### src/rtl/store_write_buffer_if.sv
`default_nettype none
// ============================================================================
// Module   : store_write_buffer_if
// Purpose  : Bundles the writeback-side enqueue port, the dcache drain
//            handshake, the load-conflict probe and the occupancy status
//            of the store write buffer.
// Revision : 1.0 - initial release
// ============================================================================
interface store_write_buffer_if #(
  parameter int PTR_W = 2
);
  // Writeback enqueue side
  logic             WB_wr_valid;
  logic [31:0]      WB_wr_address;
  logic [63:0]      WB_wr_data;
  logic [1:0]       WB_wr_size;
  logic             In_write_ready;

  // Dcache drain side
  logic             DC_wr_req;
  logic [31:0]      DC_wr_address;
  logic [63:0]      DC_wr_data;
  logic [1:0]       DC_wr_size;
  logic             DC_wr_ack;

  // Memory-stage load probe
  logic [31:0]      LD_probe_address;
  logic             LD_probe_conflict;

  // Occupancy status
  logic [PTR_W:0]   WBUF_count;
  logic             WBUF_empty;

  // The buffer itself
  modport slave (
    input  WB_wr_valid, WB_wr_address, WB_wr_data, WB_wr_size,
    input  DC_wr_ack, LD_probe_address,
    output In_write_ready,
    output DC_wr_req, DC_wr_address, DC_wr_data, DC_wr_size,
    output LD_probe_conflict, WBUF_count, WBUF_empty
  );

  // The surrounding pipeline / dcache
  modport master (
    output WB_wr_valid, WB_wr_address, WB_wr_data, WB_wr_size,
    output DC_wr_ack, LD_probe_address,
    input  In_write_ready,
    input  DC_wr_req, DC_wr_address, DC_wr_data, DC_wr_size,
    input  LD_probe_conflict, WBUF_count, WBUF_empty
  );
endinterface
`default_nettype wire

### src/rtl/store_write_buffer.sv
`default_nettype none
// ============================================================================
// Module   : store_write_buffer
// Purpose  : In-order FIFO of dcache stores between writeback and the dcache.
//            Drains one store per ack, exposes ready for writeback stalls and
//            an 8-byte-block conflict probe for memory-stage loads.
// Revision : 1.0 - initial release
// ============================================================================
module store_write_buffer #(
  parameter int DEPTH = 4,
  parameter int PTR_W = 2
) (
  input  wire logic             CLK,
  input  wire logic             CLR,
  store_write_buffer_if.slave   bus
);

  localparam logic [PTR_W:0]   FULL_COUNT = (PTR_W + 1)'(DEPTH);
  localparam logic [PTR_W:0]   COUNT_ONE  = (PTR_W + 1)'(1);
  localparam logic [PTR_W-1:0] PTR_ONE    = PTR_W'(1);

  logic [31:0]      entry_addr [DEPTH];
  logic [63:0]      entry_data [DEPTH];
  logic [1:0]       entry_size [DEPTH];
  logic [DEPTH-1:0] entry_valid;

  logic [PTR_W-1:0] rd_ptr;
  logic [PTR_W-1:0] wr_ptr;
  logic [PTR_W:0]   count;

  logic             ready;
  logic             enq;
  logic             deq;
  logic [DEPTH-1:0] probe_hit;

  // Ready depends only on registered occupancy, so an ack arriving while
  // full cannot open the door in the same cycle.
  assign ready = (count != FULL_COUNT);
  assign enq   = bus.WB_wr_valid & ready;
  assign deq   = bus.DC_wr_ack & entry_valid[rd_ptr];

  // Head/tail pointers advance on enqueue and dequeue respectively.
  always_ff @(posedge CLK or negedge CLR) begin
    if (!CLR) begin
      rd_ptr <= '0;
      wr_ptr <= '0;
    end else begin
      if (enq) wr_ptr <= wr_ptr + PTR_ONE;
      if (deq) rd_ptr <= rd_ptr + PTR_ONE;
    end
  end

  // Occupancy counter; simultaneous enqueue and dequeue cancel out.
  always_ff @(posedge CLK or negedge CLR) begin
    if (!CLR) begin
      count <= '0;
    end else begin
      case ({enq, deq})
        2'b10:   count <= count + COUNT_ONE;
        2'b01:   count <= count - COUNT_ONE;
        default: count <= count;
      endcase
    end
  end

  // Per-entry valid bits. Enqueue and dequeue never target the same slot
  // in one cycle: that would need the buffer both empty and non-empty.
  always_ff @(posedge CLK or negedge CLR) begin
    if (!CLR) begin
      entry_valid <= '0;
    end else begin
      if (enq) entry_valid[wr_ptr] <= 1'b1;
      if (deq) entry_valid[rd_ptr] <= 1'b0;
    end
  end

  // Store payload is qualified by the valid bits, so it needs no reset.
  always_ff @(posedge CLK) begin
    if (enq) begin
      entry_addr[wr_ptr] <= bus.WB_wr_address;
      entry_data[wr_ptr] <= bus.WB_wr_data;
      entry_size[wr_ptr] <= bus.WB_wr_size;
    end
  end

  // Block-granular (8-byte) address match against every buffered store.
  for (genvar i = 0; i < DEPTH; i++) begin : g_probe
    assign probe_hit[i] = entry_valid[i] &
                          (entry_addr[i][31:3] == bus.LD_probe_address[31:3]);
  end

  assign bus.In_write_ready    = ready;
  assign bus.DC_wr_req         = entry_valid[rd_ptr];
  assign bus.DC_wr_address     = entry_addr[rd_ptr];
  assign bus.DC_wr_data        = entry_data[rd_ptr];
  assign bus.DC_wr_size        = entry_size[rd_ptr];
  assign bus.LD_probe_conflict = |probe_hit;
  assign bus.WBUF_count        = count;
  assign bus.WBUF_empty        = (count == '0);

endmodule
`default_nettype wire

### src/flat_wrapper.sv
// flat-port wrapper written by rule: the top's interface ports become plain ports
module store_write_buffer_flat 
#(
  parameter int DEPTH = 4,
  parameter int PTR_W = 2
)
  (CLK, CLR, bus_WB_wr_valid, bus_WB_wr_address, bus_WB_wr_data, bus_WB_wr_size, bus_DC_wr_ack, bus_LD_probe_address, bus_In_write_ready, bus_DC_wr_req, bus_DC_wr_address, bus_DC_wr_data, bus_DC_wr_size, bus_LD_probe_conflict, bus_WBUF_count, bus_WBUF_empty);
  store_write_buffer_if #(.PTR_W(PTR_W)) bus_i ();
  input  wire logic CLK;
  input  wire logic CLR;
  input wire logic [$bits(bus_i.WB_wr_valid)-1:0] bus_WB_wr_valid;
  input wire logic [$bits(bus_i.WB_wr_address)-1:0] bus_WB_wr_address;
  input wire logic [$bits(bus_i.WB_wr_data)-1:0] bus_WB_wr_data;
  input wire logic [$bits(bus_i.WB_wr_size)-1:0] bus_WB_wr_size;
  input wire logic [$bits(bus_i.DC_wr_ack)-1:0] bus_DC_wr_ack;
  input wire logic [$bits(bus_i.LD_probe_address)-1:0] bus_LD_probe_address;
  output wire logic [$bits(bus_i.In_write_ready)-1:0] bus_In_write_ready;
  output wire logic [$bits(bus_i.DC_wr_req)-1:0] bus_DC_wr_req;
  output wire logic [$bits(bus_i.DC_wr_address)-1:0] bus_DC_wr_address;
  output wire logic [$bits(bus_i.DC_wr_data)-1:0] bus_DC_wr_data;
  output wire logic [$bits(bus_i.DC_wr_size)-1:0] bus_DC_wr_size;
  output wire logic [$bits(bus_i.LD_probe_conflict)-1:0] bus_LD_probe_conflict;
  output wire logic [$bits(bus_i.WBUF_count)-1:0] bus_WBUF_count;
  output wire logic [$bits(bus_i.WBUF_empty)-1:0] bus_WBUF_empty;
  assign bus_i.WB_wr_valid = bus_WB_wr_valid;
  assign bus_i.WB_wr_address = bus_WB_wr_address;
  assign bus_i.WB_wr_data = bus_WB_wr_data;
  assign bus_i.WB_wr_size = bus_WB_wr_size;
  assign bus_i.DC_wr_ack = bus_DC_wr_ack;
  assign bus_i.LD_probe_address = bus_LD_probe_address;
  assign bus_In_write_ready = bus_i.In_write_ready;
  assign bus_DC_wr_req = bus_i.DC_wr_req;
  assign bus_DC_wr_address = bus_i.DC_wr_address;
  assign bus_DC_wr_data = bus_i.DC_wr_data;
  assign bus_DC_wr_size = bus_i.DC_wr_size;
  assign bus_LD_probe_conflict = bus_i.LD_probe_conflict;
  assign bus_WBUF_count = bus_i.WBUF_count;
  assign bus_WBUF_empty = bus_i.WBUF_empty;
  store_write_buffer #(.DEPTH(DEPTH), .PTR_W(PTR_W)) u_core (.CLK(CLK), .CLR(CLR), .bus(bus_i));
endmodule
### config.mk
export PLATFORM = sky130hd
export DESIGN_NAME = store_write_buffer_flat
export DESIGN_NICKNAME = d
export VERILOG_FILES = /design/src/rtl/store_write_buffer_if.sv /design/src/rtl/store_write_buffer.sv /design/src/flat_wrapper.sv
export SDC_FILE = /design/constraint.sdc
export NUM_CORES = 1
export LEC_CHECK = 0
export BUFFER_PORTS_ARGS = -buffer_cell sky130_fd_sc_hd__clkbuf_2
export CAP_MARGIN = 20
export CORE_UTILIZATION = 41
export CTS_CLUSTER_SIZE = 20
export DETAILED_ROUTE_END_ITERATION = 16
export PLACE_DENSITY = 0.69
export SLEW_MARGIN = 5
export SYNTH_ARGS = -nofsm -noshare
export SYNTH_HDL_FRONTEND = slang
export SYNTH_SLANG_ARGS = --single-unit
### constraint.sdc
create_clock -name CLK -period 4.5 [get_ports CLK]
set_input_delay 0.225 -clock CLK [delete_from_list [all_inputs] [get_ports CLK]]
set_output_delay 0.225 -clock CLK [all_outputs]
set_load 0.01 [all_outputs]
Word-level counts from Yosys, hierarchy flattened. Memories as Yosys holds them, arrays and structs flattened. Index checks and enable logic that the tools add are counted.

Register bits: 11. RAM bits: 392. Input port bits: 134. Output and inout port bits: 105. Logic and storage cells: 47. Memories: 3.

Memory list: u_core.entry_data (depth 4, bits a word 64, read ports 1, clocked after Yosys merged registers in 0, wr ports 1, line store_write_buffer.sv:23) `logic [63:0] entry_data [DEPTH];`; u_core.entry_addr (depth 4, bits a word 32, read ports 5, clocked after Yosys merged registers in 0, wr ports 1, line store_write_buffer.sv:22) `logic [31:0] entry_addr [DEPTH];`; u_core.entry_size (depth 4, bits a word 2, read ports 1, clocked after Yosys merged registers in 0, wr ports 1, line store_write_buffer.sv:24) `logic [1:0] entry_size [DEPTH];`.

$add $sub $neg: 4. Magnitude comparators: 4. Equal/unequal tests: 7. Muxes and demuxes: 11. Bitwise operators: 9. Reduce and logical (&&, ||, !) cells: 5.

Operators by type and width (count): 29-bit equality test (4); 4-bit 2-to-1 mux (2); 1-bit bitwise AND (6); 2-bit by 3-bit less-than comparator with 1-bit output (second input constant) (2); 3-bit case mux with 2 select lines (1); 1-bit 2-to-1 mux (5); 2-bit by 1-bit adder with 2-bit output (second input constant) (2); 4-bit bitwise AND (1); 1-bit demux with 2-bit select (2); 2-bit by 1-bit greater-or-equal comparator with 1-bit output (second input constant) (2); 4-bit NOT (1); 4-bit OR (1); 4-bit OR reduction (1); 3-bit by 1-bit adder with 3-bit output (second input constant) (1); 3-bit zero test (1); 3-bit inequality test (second input constant) (1); 3-bit by 1-bit subtractor with 3-bit output (second input constant) (1); 1-bit binary-select mux with 2-bit select (1); 2-bit by 1-bit equality test with 1-bit output (second input constant) (1); 2-bit equality test (second input constant) (1); 1-bit logical AND (2); 2-bit nonzero test (1).

Logic depth before layout (Yosys ltp). Gate-level depths: netlist of the first run.

Depth after elaboration: 8. Mapped depth: 10. Depth with buffers taken out: 10.

Worst setup path before layout of the first run. Ideal clock, no wire load.

Kind: register to register. Start: register u_core.count[0], in the netlist u_core.bus.WBUF_count[0]. End: memory u_core.entry_addr[0][0] (enable). Setup time: 0.470 ns. Arrival time: 3.087 ns. Required time: 4.030 ns. Slack: 0.942 ns. Cell stages (with the launch flop): 4. Buffers on the path: 0. Period minus slack after synthesis: 3.558 ns. Cell sequence: dfrtp_1 inv_1 nand3_1 and3_1.

Cells in the longest elaborated chain, start to end: 4.

RTL lines: start, declared (line store_write_buffer.sv:29) `logic [PTR_W:0] count;`; start signal, assigned (line store_write_buffer.sv:59) `2'b10: count <= count + COUNT_ONE;`; start signal, assigned (line store_write_buffer.sv:60) `2'b01: count <= count - COUNT_ONE;`; start signal, assigned (line store_write_buffer.sv:61) `default: count <= count;`; 3-bit inequality test (line store_write_buffer.sv:38) `assign ready = (count != FULL_COUNT);`; via bus_In_write_ready (line flat_wrapper.sv:17) `output wire logic [$bits(bus_i.In_write_ready)-1:0] bus_In_write_ready;`; 1-bit bitwise AND (line store_write_buffer.sv:39) `assign enq = bus.WB_wr_valid & ready;`; 1-bit 2-to-1 mux (line store_write_buffer.sv:79) `if (enq) begin`; 1-bit 2-to-1 mux (not written as such) (line store_write_buffer.sv:80) `entry_addr[wr_ptr] <= bus.WB_wr_address;`; end, declared (line store_write_buffer.sv:22).

The timed path passes the listed nets, and every way through them passes these cells.

Worst setup path in the final report of the first run.
Start: register u_core.rd_ptr[1]. End: output port bus_DC_wr_address[24].

Cells in the longest elaborated chain, start to end: 1.

RTL lines: start, declared (line store_write_buffer.sv:27) `logic [PTR_W-1:0] rd_ptr;`; start signal, assigned (line store_write_buffer.sv:49) `if (deq) rd_ptr <= rd_ptr + PTR_ONE;`; memory 4 x 32 bit; end, declared (line flat_wrapper.sv:19) `output wire logic [$bits(bus_i.DC_wr_address)-1:0] bus_DC_wr_address;`.

No other way between the ends.

==> results of run 1 <==
==> synthesized netlist by cell type <==
cell,instances
o21ai_1,1
clkbuf_1,10
o21ai_0,2
mux2i_1,1
a222oi_1,1
o22ai_1,1
inv_1,11
and2_1,2
clkbuf_2,1
mux4_2,99
nand2_1,2
dfrtp_1,11
and3_1,4
nor4_1,17
nor2_1,2
buf_6,1
or4_1,3
a2bb2oi_2,4
nor3_1,1
fa_1,1
nand4_2,1
xor2_1,64
buf_4,3
xnor2_1,54
edfxtp_1,392
ha_1,9
buf_2,14
nand4_1,16
nand3_1,4
==> power breakdown <==
| part | internal [mW] | total, mW | switching [mW] |
|---|---|---|---|
| Sequential | 4.97 | 5.22 | 0.246 |
| Clock | 1.90 | 3.31 | 1.41 |
| Combinational | 1.70 | 3.83 | 2.13 |
==> final cells by class <==
cell class,count,share of cell area
clock inverters,24,0.00899
repair buffers,342,0.113
clock buffers,52,0.0561
well taps,518,0.0321
inverters,11,0.00205
flip-flops and latches,403,0.597
multi-input cells,289,0.190
diodes,2,0.000248
==> logic make-up after synthesis <==
group                      after synthesis
AOI/OAI and AO/OA                        9
xor gates and xnor gates               118
adders and majority gates               10
buffers and inverters                   40
DFF                                    403
muxes                                  100
and+or+nand+nor                         52
==> path summary, 6_finish.rpt <==
| path | end | from | slack (ns) |
|---|---|---|---|
| max in group asynchronous | u_core.rd_ptr[1] | CLR | 4.15 |
| hold / removal | u_core.wr_ptr[0] | CLR | 0.09 |
| hold reg to reg | u_core.bus.WBUF_count[2] | u_core.bus.WBUF_count[2] | 0.52 |
| setup / recovery | bus_DC_wr_address[24] | u_core.rd_ptr[1] | 1.24 |
| min in group CLK | u_core.wr_ptr[0] | bus_WB_wr_valid | 0.15 |
| setup reg to reg | u_core.bus.WBUF_count[2] | u_core.rd_ptr[0] | 2.01 |
==> stage by stage <==
step	utilization	setup WS [ns]	cell area [sq um]	hold WS [ns]	cells
after CTS	0.522	1.18	20200	0.0709	1639
after floorplan	-	0.942	16100	-0.0706	732
after global routing	0.522	1.12	20200	0.127	1641
after global placement	0.462	1.76	17900	0.128	1464
final	0.522	1.24	20200	0.0891	1641
after detailed placement	0.462	1.78	17900	0.131	1464
==> routing by layer <==
metal,GRT usage,part of all wire,up-vias
met1,0.229,0.41,4223
li1,-,-,3736
met3,0.0534,0.082,65
met5,0,0.00037,-
met2,0.291,0.48,277
met4,0.0650,0.025,2
==> state kept, by name (all words and copies together), names as in the netlist <==
name,count
u_core.entry_addr,128
u_core.rd_ptr,2
u_core.bus.WBUF_count,3
u_core.entry_data,256
u_core.entry_valid,4
u_core.wr_ptr,2
u_core.entry_size,8
==> worst max-delay path: cells and delay by family (launching register included) <==
family	cells	cell delay (ns)
flip-flops	1	0.40
buffers and inverters	3	1.52
multiplexers	1	0.46
==> impl_results.md, run 1 <==
* Status: completed
* Total grt overflow at 0
* Synth Cell Area at between 15000 and 20000 sq um
* Initial antenna violation count at 3
* Die Ht at around 200 microns
* Highest-count cells in the layout ignoring fill and taps: edfxtp_1 (392), clkbuf_2 (235), mux4_2 (99), dlygate4sd3_1 (99), xor2_1 (64)
* # H-tree levels at 2
* Initial core utilization at 0.415
* Final min period at between 3 and 4 ns
* Largest net degree at the start of global routing at around 100
* Worst setup path class: register to primary output
* DR pass1 iterations at 5
* Slowest-stage cell, CP: buf_4
* Required time worst endpoint at roughly 4.3 ns
* PwrDens at 612 nW/um^2
* VDD IR max at 0.000454 V
* Register area share after synthesis at 0.751
* Worst hold path class: input pin to asynchronous set/reset pin
* Worst Max-Slew Pin Slew at 0.986 ns
* RePlAce Congestion at roughly 0.86
* Register bit total from synthesis at between 400 and 500
* Port buffer count at 235
* CTS clock-pin slew for the worst setup and hold paths at around 0.060 ns
* Clock root buffer master: clkbuf_16
* Routed WL at between 30000 and 40000 microns
* Share of layout cells above drive strength 1 at 0.367
* Die Wd at 200 microns
* Slew Limit Fails at 0
* CP max FO at 57
* Vias at 8303
* Number of buffers created by CTS at 43
* Final hold viol count at 0
* Avg WL per Cell at 21.5 microns
* Synth warnings at 0
* Synthesized-area fraction occupied by and/or/nand/nor cells at 0.0199
* ANT nets after route at 0
* FILL cells at approximately 3.1k
* Footprint of the multi-input gates at 3840 sq um
* Synth area leader: edfxtp_1
* Gates resized, CTS repair at 0
* Layout Nets at between 1k and 1.5k
* Worst R2R Path Depth at 8
* Final Cycle Share at 0.724
* Setup TNS at 0 ns
* DP HPWL at around 22000 microns
* Startpoint types: register
* Commonest non-fill, non-tap cell in the layout: edfxtp_1
* CP peak stage delay at 0.85 ns
* Most frequent cell on the critical path: buf_4
* Number of global-route vias before repair at ~8.8k
* # DRC at 0
* Initial DRC Count at between 300 and 400
* CP Capture Type: primary output
* Main combinational cell family by area after synthesis: multiplexers
* Synth area leaders: edfxtp_1 (73%), mux4_2 (14%), xor2_1 (3.5%)
* Post-CTS setup buffers at 0
* Top cell type's share of synthesized area at 0.733
* Mux contribution to synthesized area at 0.140
* Synth unique cells at 29
* CTS Hold Bufs at 99
* Sequence of cells on the critical path: buf_4 -> buf_4 -> mux4_2 -> clkbuf_2
* First-pass GRT wire length at roughly 52000 microns
* Worst skew pair latency at between 0.5 and 0.6 ns
* Clock Sinks at a little over 400
* P&R area growth vs syn at 25.7%
* Compound-cell area share of the yosys netlist at 0.00569
* Die area at around 40000 sq um
* RSZ-0062 raised after global routing: no
* Leak Pwr at 7.03 nW
* Final setup viols at 0
* Power after layout at 12.4 mW
* CTS tree: done
* Register Area at 12100 sq um
* Syn Area/Cell at roughly 22 sq um
* Maximum clock frequency at roughly 0.31 GHz
* Vias per Instance at approximately 5.1
* Max cap viols at 0
* Slew HR at 0.343
* Synth Area in XOR/XNOR at 0.0644
* Synthesized instance count at about 730
* CORE AREA at 38600 sq um
* GRT Resource Usage Total at 0.179
* Clk buf depth at 3
* Adder-Cell Fraction of Synth Area at 0.00826
* Critical Path AT at approximately 3 ns
* # rows at just over 70
* Net count after synthesis at 876
* Top-Level Pins at about 240
* Setup skew after layout at 0.0197 ns
Power figures use the tool's default switching activity.
==> inputs of run 2 (changes only) <==
==> constraint.sdc (replaced) <==
create_clock -name CLK -period 3 [get_ports CLK]
set_input_delay 0.15 -clock CLK [delete_from_list [all_inputs] [get_ports CLK]]
set_output_delay 0.15 -clock CLK [all_outputs]
set_load 0.01 [all_outputs]
==> impl_results.md, run 2 (synthesized netlist as in run 1, its figures left out) <==
* Status: completed
* Number of global-route vias before repair at slightly below 9k
* Initial antenna violation count at 1
* RSZ-0062 raised after global routing: no
* Footprint of the multi-input gates at about 3800 sq um
* CTS Hold Bufs at a little under 100
* # diodes at 0
* Worst hold path class: input pin to asynchronous set/reset pin
* Max cap viols at 0
* Maximum clock frequency at 0.352 GHz
* First-pass GRT wire length at between 50000 and 60000 microns
* # DRC at 0
* Hold_ws at 0.0190 ns
* Register Area at between 10000 and 15000 sq um
* Setup TNS at 0 ns
* DR pass1 iterations at 4
* Worst setup path class: register to primary output
* RePlAce Congestion at roughly 0.84
* Reg2reg setup slack at approximately 0.68 ns
* Final Cycle Share at 0.947
* CTS tree: done
* FF-to-FF End: u_core.bus.WBUF_count[2]
* Initial DRC Count at between 400 and 500
* ANT nets after route at 0
* Worst r2r src: u_core.rd_ptr[0]
* Gates resized, CTS repair at 0
* CTS clock-pin slew for the worst setup and hold paths at about 0.06 ns
* Die area at roughly 40000 sq um
* Clock Sinks at just over 400
* VDD IR max at roughly 0.00094 V
* DP HPWL at about 22000 microns
* # rows at 72
* FILL cells at 3037
* Most flop-heavy register: u_core.entry_data
* Number of buffers created by CTS at 42
* Die Ht at approximately 200 microns
* Worst skew pair latency at around 0.55 ns
* Vias at ~8.4k
* Critical Path AT at roughly 2.7 ns
* Max FFs per register at ~260
* Required time worst endpoint at 2.85 ns
* Total grt overflow at 0
* Final hold viol count at 0
* Setup skew after layout at about 0.016 ns
* # H-tree levels at 2
* CP max FO at 2
* Worst Max-Slew Pin Slew at 0.899 ns
* Routed WL at 34700 microns
* Layout Nets at between 1k and 1.5k
* Top-Level Pins at 239
* Setup crit end: bus_LD_probe_conflict
* CORE AREA at around 39000 sq um
* Port buffer count at 235
* Post-CTS setup buffers at 0
* GRT Resource Usage Total at 0.174
* Slew Limit Fails at 0
* Largest registers: u_core.entry_data x256, u_core.entry_addr x128, u_core.entry_size x8
* CP Capture Type: primary output
* Highest-count cells in the layout ignoring fill and taps: edfxtp_1 (392), clkbuf_2 (235), mux4_2 (99), dlygate4sd3_1 (99), xor2_1 (64)
* Clk buf depth at 3
* Worst R2R Path Depth at 9
* Die Wd at 200 microns
* Startpoint types: register
* Vias per Instance at between 5 and 6
* Leak Pwr at just over 7 nW
* Initial core utilization at 0.415
* Crit. Startpoint: u_core.entry_addr[0][16]
* Final min period at 2.84 ns
* PwrDens at between 900 and 1000 nW/um^2
* Largest net degree at the start of global routing at around 100
* Share of layout cells above drive strength 1 at 0.369
* Final setup viols at 0
* Commonest non-fill, non-tap cell in the layout: edfxtp_1
* P&R area growth vs syn at 25.9%
* Clock root buffer master: clkbuf_16
* Slew HR at 0.400
* Avg WL per Cell at 21.1 microns
run 2: cell types whose count changed in the layout (fill, tap and decap cells not counted), sizes merged:
cell / change
buf: +9
bufinv: -2
clkbuf: +6
clkinv: -3
clkinvlp: -1
diode: -2
inv: -1
run 2: per-stage QoR:
step                utilization  area (sq um)  total power [mW]  worst slack [ns]  cells
finish                    0.523         20200              18.3             0.158   1647
floorplan                     -         16100              11.5             0.564    732
global route              0.523         20200              19.2             0.148   1647
global placement          0.466         18000              13.7             0.703   1473
detailed placement        0.466         18000              13.8             0.665   1473
CTS                       0.523         20200              18.6             0.182   1647
run 2: routing by layer:
metal / up-vias / global-route usage / wire (microns)
li1: 3757 / - / -
met1: 4279 / 0.221 / 14000
met2: 285 / 0.286 / 17100
met3: 56 / 0.0502 / 2780
met4: 2 / 0.0619 / 811
met5: - / 0 / 13
run 2: cell type report:
type                    count  area share
flip-flops and latches    403       0.596
multi-input cells         289       0.190
repair buffers            351       0.119
clock buffers              58      0.0565
well taps                 518      0.0321
clock inverters            17     0.00421
inverters                  11     0.00204
run 2: worst min-delay path by stage:
stage	startpoint	to	slack [ns]	cells after the start
floorplan	CLR	u_core.bus.WBUF_count[0]	-0.15	0
global placement	CLR	u_core.bus.WBUF_count[1]	0.05	1
detailed placement	CLR	u_core.bus.WBUF_count[1]	0.05	1
CTS	CLR	u_core.bus.WBUF_count[1]	0.00008	2
global route	CLR	u_core.bus.WBUF_count[1]	0.05	2
finish	CLR	u_core.bus.WBUF_count[1]	0.02	2
run 2: where the power goes:
group	leakage [nW]	switching, mW	internal, mW	total, mW
clock	0.607	2.05	2.66	4.70
combinational	2.73	3.17	2.65	5.81
sequential	3.72	0.370	7.44	7.81
total	7.05	5.58	12.7	18.3
run 2: worst max-delay path: stages, from the launching register on:
cell      delay, ns
edfxtp_1       0.41
xor2_1         0.18
nor4_1         0.60
nand4_1        0.22
or4_1          0.45
nand4_1        0.14
clkbuf_2       0.15
